==> config.mk <==
export PLATFORM = sky130hd
export DESIGN_NAME = dac_segment_encoder_flat
export DESIGN_NICKNAME = d
export VERILOG_FILES = /design/src/rtl/dac_segment_encoder_if.sv /design/src/rtl/dac_segment_encoder.sv /design/src/flat_wrapper.sv
export SDC_FILE = /design/constraint.sdc
export NUM_CORES = 1
export LEC_CHECK = 0
export ABC_AREA = 1
export ABC_CLOCK_PERIOD_IN_PS = 1710
export CAP_MARGIN = 25
export CELL_PAD_IN_SITES_DETAIL_PLACEMENT = 0
export CELL_PAD_IN_SITES_GLOBAL_PLACEMENT = 1
export CORE_UTILIZATION = 33
export CTS_CLUSTER_SIZE = 40
export DETAILED_ROUTE_END_ITERATION = 7
export PLACE_DENSITY = 0.81
export SKIP_LAST_GASP = 1
export SYNTH_ARGS = -nofsm -noshare
export SYNTH_HDL_FRONTEND = slang
export SYNTH_SLANG_ARGS = --single-unit
==> constraint.sdc <==
create_clock -name clk -period 1.71 [get_ports clk]
set_input_delay 0.171 -clock clk [delete_from_list [all_inputs] [get_ports clk]]
set_output_delay 0.171 -clock clk [all_outputs]
set_load 0.02 [all_outputs]
==> src/rtl/dac_segment_encoder_if.sv <==
// Code handshake bundle between the code source and dac_segment_encoder.
// The master drives code_in/code_valid; the encoder (slave) drives code_ready.
interface dac_segment_encoder_if #(
    parameter int CODE_W = 12
) ();
    logic [CODE_W-1:0] code_in;
    logic              code_valid;
    logic              code_ready;

    modport master (
        output code_in,
        output code_valid,
        input  code_ready
    );

    modport slave (
        input  code_in,
        input  code_valid,
        output code_ready
    );
endinterface

==> src/rtl/dac_segment_encoder.sv <==
// dac_segment_encoder: converts an unsigned DAC code into the segmented driver-cell
// control word (BIN_W binary LSBs + THERM_W unary elements, each with its complement)
// and sequences the driver-cell power-down line through OFF -> WARMUP -> ACTIVE.
//
// Optional build macro: DWA_ROTATE_EN
//   defined   - data-weighted averaging: unary elements are taken starting at a
//               rotating pointer so every element sees the same average usage.
//   undefined - plain thermometer filled from bit 0 upward.
//
// state   | meaning
// --------+----------------------------------------------------------
// ST_OFF  | pdb low, zero code, no codes accepted
// ST_WARM | pdb high, driver cell settling, zero code held
// ST_ACT  | pdb high, codes accepted, outputs follow accepted code
module dac_segment_encoder #(
    parameter int BIN_W      = 7,
    parameter int THERM_W    = 17,
    parameter int CODE_W     = 12,
    parameter int WARMUP_CYC = 16
) (
    input  logic               clk,
    input  logic               rst,
    input  logic               enable,
    dac_segment_encoder_if.slave bus,
    output logic [BIN_W-1:0]   datain,
    output logic [BIN_W-1:0]   datainb,
    output logic [THERM_W-1:0] datatherm,
    output logic [THERM_W-1:0] datathermb,
    output logic               pdb,
    output logic               sat_flag
);

    localparam int MAX_CODE = THERM_W * (2 ** BIN_W) + (2 ** BIN_W) - 1;
    localparam int N_W      = $clog2(THERM_W + 1);
    localparam int CNT_W    = $clog2(WARMUP_CYC + 1);

    localparam logic [CODE_W-1:0] MAX_CODE_C = CODE_W'(MAX_CODE);
    localparam logic [CNT_W-1:0]  WARM_LAST  = CNT_W'(WARMUP_CYC - 1);

    typedef enum logic [1:0] {
        ST_OFF  = 2'd0,
        ST_WARM = 2'd1,
        ST_ACT  = 2'd2
    } state_t;

    state_t            state;
    logic [CNT_W-1:0]  warm_cnt;
    logic              ready_q;

    logic              accept;
    logic              code_sat;
    logic [CODE_W-1:0] code_clamped;
    logic [N_W-1:0]    n_next;
    logic [BIN_W-1:0]  lsb_next;
    logic [THERM_W-1:0] therm_next;

`ifdef DWA_ROTATE_EN
    localparam int PTR_W = (THERM_W > 1) ? $clog2(THERM_W) : 1;
    logic [PTR_W-1:0]  ptr;
    logic [PTR_W-1:0]  ptr_next;
`endif

    // The registered ready is gated by enable so a code offered in the cycle enable
    // falls never completes a handshake.
    assign bus.code_ready = ready_q & enable;
    assign accept         = bus.code_valid & bus.code_ready;

    // Clamp to the largest representable segmented code and split into fields.
    always_comb begin
        code_sat     = (bus.code_in > MAX_CODE_C);
        code_clamped = code_sat ? MAX_CODE_C : bus.code_in;
        n_next       = N_W'(code_clamped >> BIN_W);
        lsb_next     = code_clamped[BIN_W-1:0];
    end

`ifdef DWA_ROTATE_EN
    // Rotated thermometer: elements ptr .. ptr+n-1 (mod THERM_W) are on.
    always_comb begin
        int sum;
        therm_next = '0;
        for (int i = 0; i < THERM_W; i++) begin
            therm_next[i] = (((i - int'(ptr) + THERM_W) % THERM_W) < int'(n_next));
        end
        sum = int'(ptr) + int'(n_next);
        if (sum >= THERM_W) begin
            sum = sum - THERM_W;
        end
        ptr_next = PTR_W'(sum);
    end
`else
    // Plain thermometer: elements 0 .. n-1 are on.
    always_comb begin
        therm_next = '0;
        for (int i = 0; i < THERM_W; i++) begin
            therm_next[i] = (i < int'(n_next));
        end
    end
`endif

    // Power sequencing FSM with registered driver-cell outputs.
    always_ff @(posedge clk) begin
        if (rst || !enable) begin
            state      <= ST_OFF;
            warm_cnt   <= '0;
            ready_q    <= 1'b0;
            pdb        <= 1'b0;
            sat_flag   <= 1'b0;
            datain     <= '0;
            datainb    <= '1;
            datatherm  <= '0;
            datathermb <= '1;
`ifdef DWA_ROTATE_EN
            ptr        <= '0;
`endif
        end else begin
            case (state)
                ST_OFF: begin
                    state    <= ST_WARM;
                    pdb      <= 1'b1;
                    warm_cnt <= '0;
                end
                ST_WARM: begin
                    if (warm_cnt == WARM_LAST) begin
                        state   <= ST_ACT;
                        ready_q <= 1'b1;
                    end else begin
                        warm_cnt <= warm_cnt + 1'b1;
                    end
                end
                ST_ACT: begin
                    sat_flag <= 1'b0;
                    if (accept) begin
                        datain     <= lsb_next;
                        datainb    <= ~lsb_next;
                        datatherm  <= therm_next;
                        datathermb <= ~therm_next;
                        sat_flag   <= code_sat;
`ifdef DWA_ROTATE_EN
                        ptr        <= ptr_next;
`endif
                    end
                end
                default: begin
                    state   <= ST_OFF;
                    pdb     <= 1'b0;
                    ready_q <= 1'b0;
                end
            endcase
        end
    end

endmodule

==> src/flat_wrapper.sv <==
// flat-port wrapper written by rule: the top's interface ports become plain ports
module dac_segment_encoder_flat 
#(
    parameter int BIN_W      = 7,
    parameter int THERM_W    = 17,
    parameter int CODE_W     = 12,
    parameter int WARMUP_CYC = 16
)
  (clk, rst, enable, datain, datainb, datatherm, datathermb, pdb, sat_flag, bus_code_in, bus_code_valid, bus_code_ready);
  dac_segment_encoder_if #(.CODE_W(CODE_W)) bus_i ();
  input  logic clk;
  input  logic rst;
  input  logic enable;
  output logic [BIN_W-1:0] datain;
  output logic [BIN_W-1:0] datainb;
  output logic [THERM_W-1:0] datatherm;
  output logic [THERM_W-1:0] datathermb;
  output logic pdb;
  output logic sat_flag;
  input wire logic [$bits(bus_i.code_in)-1:0] bus_code_in;
  input wire logic [$bits(bus_i.code_valid)-1:0] bus_code_valid;
  output wire logic [$bits(bus_i.code_ready)-1:0] bus_code_ready;
  assign bus_i.code_in = bus_code_in;
  assign bus_i.code_valid = bus_code_valid;
  assign bus_code_ready = bus_i.code_ready;
  dac_segment_encoder #(.BIN_W(BIN_W), .THERM_W(THERM_W), .CODE_W(CODE_W), .WARMUP_CYC(WARMUP_CYC)) u_core (.clk(clk), .rst(rst), .enable(enable), .bus(bus_i), .datain(datain), .datainb(datainb), .datatherm(datatherm), .datathermb(datathermb), .pdb(pdb), .sat_flag(sat_flag));
endmodule
Word-level counts from Yosys, hierarchy flattened
Cells that the tools add are included.
{"block": "word_totals", "ff_bits": 58, "inputBits": 16, "output_inout_bits": 51}
{"block": "classes", "addsub": 1, "magnitude_cmp": 18, "n_eq_ne": 5, "mux": 9, "n_bitwise": 6, "n_reduce_logical": 10}
{"operator": "4-bit by 5-bit less-than comparator with 1-bit output (first input constant)", "count": 8}
{"operator": "3-bit by 5-bit less-than comparator with 1-bit output (first input constant)", "count": 4}
{"operator": "17-bit inverter", "count": 1}
{"operator": "12-bit greater-than comparator (second input constant)", "count": 1}
{"operator": "12-bit 2-to-1 mux", "count": 1}
{"operator": "1-bit by 5-bit less-than comparator with 1-bit output (first input constant)", "count": 2}
{"operator": "2-bit by 5-bit less-than comparator with 1-bit output (first input constant)", "count": 2}
{"operator": "5-bit case mux with 2 select lines", "count": 1}
{"operator": "2-bit AND reduction", "count": 4}
{"operator": "7-bit inverter", "count": 1}
{"operator": "2-bit case mux with 3 select lines", "count": 1}
{"operator": "5-bit by 1-bit adder with 5-bit output (second input constant)", "count": 1}
{"operator": "5-bit by 4-bit == test with 1-bit output (second input constant)", "count": 1}
{"operator": "5-bit less-than comparator (first input constant)", "count": 1}
{"operator": "5-bit 2-to-1 mux", "count": 1}
{"operator": "1-bit case mux with 2 select lines", "count": 2}
{"operator": "2-bit OR reduction", "count": 2}
{"operator": "1-bit bitwise AND", "count": 2}
{"operator": "2-bit by 1-bit == test with 1-bit output (second input constant)", "count": 1}
{"operator": "2-bit == test (second input constant)", "count": 1}
{"operator": "2-bit logical NOT", "count": 1}
{"operator": "1-bit 2-to-1 mux", "count": 2}
{"operator": "2-bit 2-to-1 mux", "count": 1}
{"operator": "2-bit by 1-bit inequality test with 1-bit output (second input constant)", "count": 1}
{"operator": "other kinds (5)", "count": 6}

Depth between registers and ports, before layout
{"block": "depth", "word_depth": 4, "mapped_depth": 11, "depth_no_buf": 10}

Worst setup path before layout
OpenSTA, ideal clock, no wires.
{"block": "synth_timing", "kind": "reg2reg", "from": "reg u_core.warm_cnt[0]", "to": "reg u_core.ready_q", "setup_ps": 118, "arrival_ps": 1291, "required_time_ps": 1592, "setup_slack_ps": 301, "path_stages_with_launch": 11, "n_path_buf": 0, "period_less_slack_ps": 1409, "cell_sequence": "dfxtp_1 -> ha_1 -> nand2_1 -> nor2_1 -> ha_1 -> inv_1 -> nand2_1 -> nand2_1 -> nor2_1 -> o21ai_0 -> nor2_1"}
{"block": "synth_via", "elab_chain_cells": 3}
{"item": "start, declared", "line_no": "dac_segment_encoder.sv:47", "source": "logic [CNT_W-1:0] warm_cnt;"}
{"item": "start signal, assigned", "line_no": "dac_segment_encoder.sv:127", "source": "warm_cnt <= warm_cnt + 1'b1;"}
{"item": "5-bit by 4-bit == test with 1-bit output", "line_no": "dac_segment_encoder.sv:123", "source": "if (warm_cnt == WARM_LAST) begin"}
{"item": "2-bit by 1-bit inequality test with 1-bit output (no line)"}
{"item": "2-bit AND reduction (no line)"}
{"item": "end signal, assigned", "line_no": "dac_segment_encoder.sv:105", "source": "ready_q <= 1'b0;"}
{"item": "end signal, assigned", "line_no": "dac_segment_encoder.sv:125", "source": "ready_q <= 1'b1;"}
{"item": "end signal, assigned", "line_no": "dac_segment_encoder.sv:146", "source": "ready_q <= 1'b0;"}
{"item": "end, declared", "line_no": "dac_segment_encoder.sv:48", "source": "logic ready_q;"}
Every way passes these cells.
A chain may end at the register's enable or synchronous reset.

Final worst setup path
{"block": "layout_timing", "from": "reg u_core.ready_q", "to": "out bus_code_ready"}
{"block": "layout_via", "elab_chain_cells": 1}
{"item": "1-bit bitwise AND", "line_no": "dac_segment_encoder.sv:65", "source": "assign bus.code_ready = ready_q & enable;"}
{"item": "end, declared", "line_no": "flat_wrapper.sv:22", "source": "output wire logic [$bits(bus_i.code_ready)-1:0] bus_code_ready;"}
Every way passes these cells.

==> flow_summary.yaml <==
place:
  routabilityCongestion: 0.7960
  place_area_um2: 3089
  io_buffers: 66
  hpwl_mm: 4.079
clock_network:
  path_clk_slew_ps: 70
  hold_buffers: 0
  clkLatencyLatePin_ps: 330
  clock-sinks: 58
  cts_buffer_depth: 2
  cts_buffers: 9
  postCtsSetupBuffers: 0
  cts-root-buf: "clkbuf_8"
  h-tree-depth: 3
  cts_tree: "built"
floorplan:
  start_util_pct: 35.12
  rows: 29
  die_w_um: 85.14
  die_h_um: 85.14
  die_area_um2: 7249
  num_io_pins: 67
  core_area_um2: 6495
global_route:
  overflow: 0
  grt_start_max_net_pins: 25
  grt_pass1_wl_mm: 8.887
  track_usage_pct: 15.86
  grt_pass1_vias: 1899
  antenna_found_initial: 0
sta:
  fin_crit_ps: 1638
  tightest_slew_ps: 354.1
  fin_crit_sh_pct: 95.77
  clock_skew_ps: 5.860
  maxSlewViolCount: 0
  relSlewSlack_pct: 76.21
  setup_viol: 0
  final.setup.tns_ps: 0
  fmax_ghz: 0.6106
  rsz0062_at_grt: "false"
  finalHoldViolCount: 0
pwr:
  p_per_area_nw_per_um2: 900.9
  leakage_nw: 1.385
  finalPower_w: 0.003001
  ir_worst_vdd_mv: 0.4369
detailed_routing:
  dr.pass1.iters: 4
  wl_mm: 5.505
  drtIter0Drc: 69
  final_antenna_net_count: 0
  vias: 2111
  wl_per_cell_um: 12.02
  drc: 0
  via_per_inst: 4.609
worst_setup_path:
  crit_chain: "nand2_1 -> inv_2 -> clkdlybuf4s50_1"
  cp_max_fo: 2
  cp_slowest_cell: "clkdlybuf4s50_1"
  cp-end-kind: "output pin"
  path_class: "register to output pin"
  worstPathRequired_ps: 1540
  slowest_delay_ps: 600
  cp.arrival_ps: 1470
  crit_family: "buffers and inverters"
  worst-path-buf-inv: 2
  start_kind: "register"
cells_and_area:
  nets: 397
  area_growth_pct: 46.02
  layout-drive-gt1-share_pct: 11.02
  layout_commonest_cell: "nand2_1"
  fill_cells: 636
  final_cell_mix: "nand2_1 (86), clkdlybuf4s50_1 (66), dfxtp_1 (57)"
  design_area_um2: 3331
  num_antenna_cells: 0
logic_synthesis:
  synth_nets: 320
  ys_seq_area_share_pct: 50.91
  synth_area_um2: 2281
  avgSynthCellArea_um2: 7.629
  yosys_warnings: 0
  synth_seq_cells: 58
  netlist_instances: 299
  netlist-cell-type-count: 28
hold_path:
  min_path_type: "register to register"
run_status:
  status: "finished, final reports clean"
flow_run:
  cap_violations: 0
layout make-up:
class	count	area, µm²	share of cell area [%]
Timing Repair Buffer	77	780.7	23.44
Inverter	26	97.59	2.930
Multi-Input combinational cell	204	955.9	28.70
Sequential cell	58	1162	34.90
Clock inverter	4	72.57	2.179
Tap cell	77	96.34	2.893
Clock buffer	12	165.2	4.959
state kept, by name (all words and copies together) (netlist names):
register           cells
u_core.datain          7
u_core.datainb         7
u_core.datatherm      17
u_core.ready_q         1
u_core.sat_flag        1
u_core.state           2
u_core.warm_cnt        5
u_core.datathermb     17
u_core.pdb             1
metrics by stage:
stage	setup WS, ps	utilization [%]	hold slack [ps]	instances
6_report	72.28	51.28	447.1	458
5_1_grt	3.491	51.28	479.5	458
4_1_cts	40.04	51.22	461.4	458
3_5_place_dp	71.27	47.56	449.9	442
3_3_place_gp	82.18	47.56	440.1	442
2_1_floorplan	301.5	-	361.7	299
per-layer routing:
layer  vias up  wire, µm  global-route usage [%]
met2        55      2513                   24.78
met4         0        43                   9.399
met5         -         0                       0
met1       933      2692                   20.22
met3         5       255                   3.307
li1       1118         -                       -
cell families (layout without fill, tap and decap cells):
| logic type | after synthesis | count (layout) | share of synthesized area (%) |
|---|---|---|---|
| adder cells (fa/ha/maj) | 5 | 5 | 2.743 |
| AND/OR/NAND/NOR | 159 | 159 | 29.40 |
| buffers and inverters | 37 | 119 | 7.296 |
| flip-flops | 58 | 58 | 50.90 |
| AO/OA/AOI/OAI | 40 | 40 | 9.655 |
synthesized netlist by cell type:
master	count	area (µm²)
nand2_1	87	326.6
dfxtp_1	58	1161
nor2_1	38	142.6
inv_1	19	71.32
a21oi_1	17	85.08
nand3_1	16	80.08
o21ai_0	9	45.04
o21ai_1	6	30.03
ha_1	5	62.56
inv_2	5	18.77
nand3b_1	5	37.54
nor3_1	5	25.02
buf_2	4	20.02
nor2_2	4	25.02
o211ai_1	4	30.03
buf_4	2	15.01
buf_6	2	22.52
clkbuf_1	2	7.510
clkinv_1	2	7.510
a211oi_1	1	7.510
a21oi_2	1	8.760
buf_1	1	3.750
nand2_2	1	6.260
nand3_2	1	10.01
nand4_1	1	6.260
nor2_4	1	11.26
o21a_1	1	7.510
o22ai_1	1	6.260
final timing paths:
kind                                         start             endpoint  slack, ps  cells past startpoint
worst min-delay path            u_core.warm_cnt[0]   u_core.warm_cnt[0]        450                      1
worst max-delay path                u_core.ready_q       bus_code_ready         70                      3
worst max register to register     u_core.state[0]  u_core.datatherm[6]        160                     10
worst min register to register  u_core.warm_cnt[0]   u_core.warm_cnt[0]        450                      1
report_power, final:
part,switching [W],internal [W]
sequential,0.00000406,0.00136
combinational,0.000102,0.0000775
clock,0.000522,0.000937
total,0.000628,0.00237
worst register-to-register path, cell delays in order, from the launching register on:
cell and delay (ps):
dfxtp_1 310, inv_1 100, ha_1 230, nand2_2 100, nor2_4 160, buf_12 180
nand2_1 90, nor2_1 120, nor2_2 60, inv_2 50, nor2_1 30
repair_timing:
action,4_1_cts,5_1_grt
gates resized for setup,0,2
endpoints found under the hold margin,0,0
endpoints found under the setup margin,0,5
(Power assumes the default switching activity.)
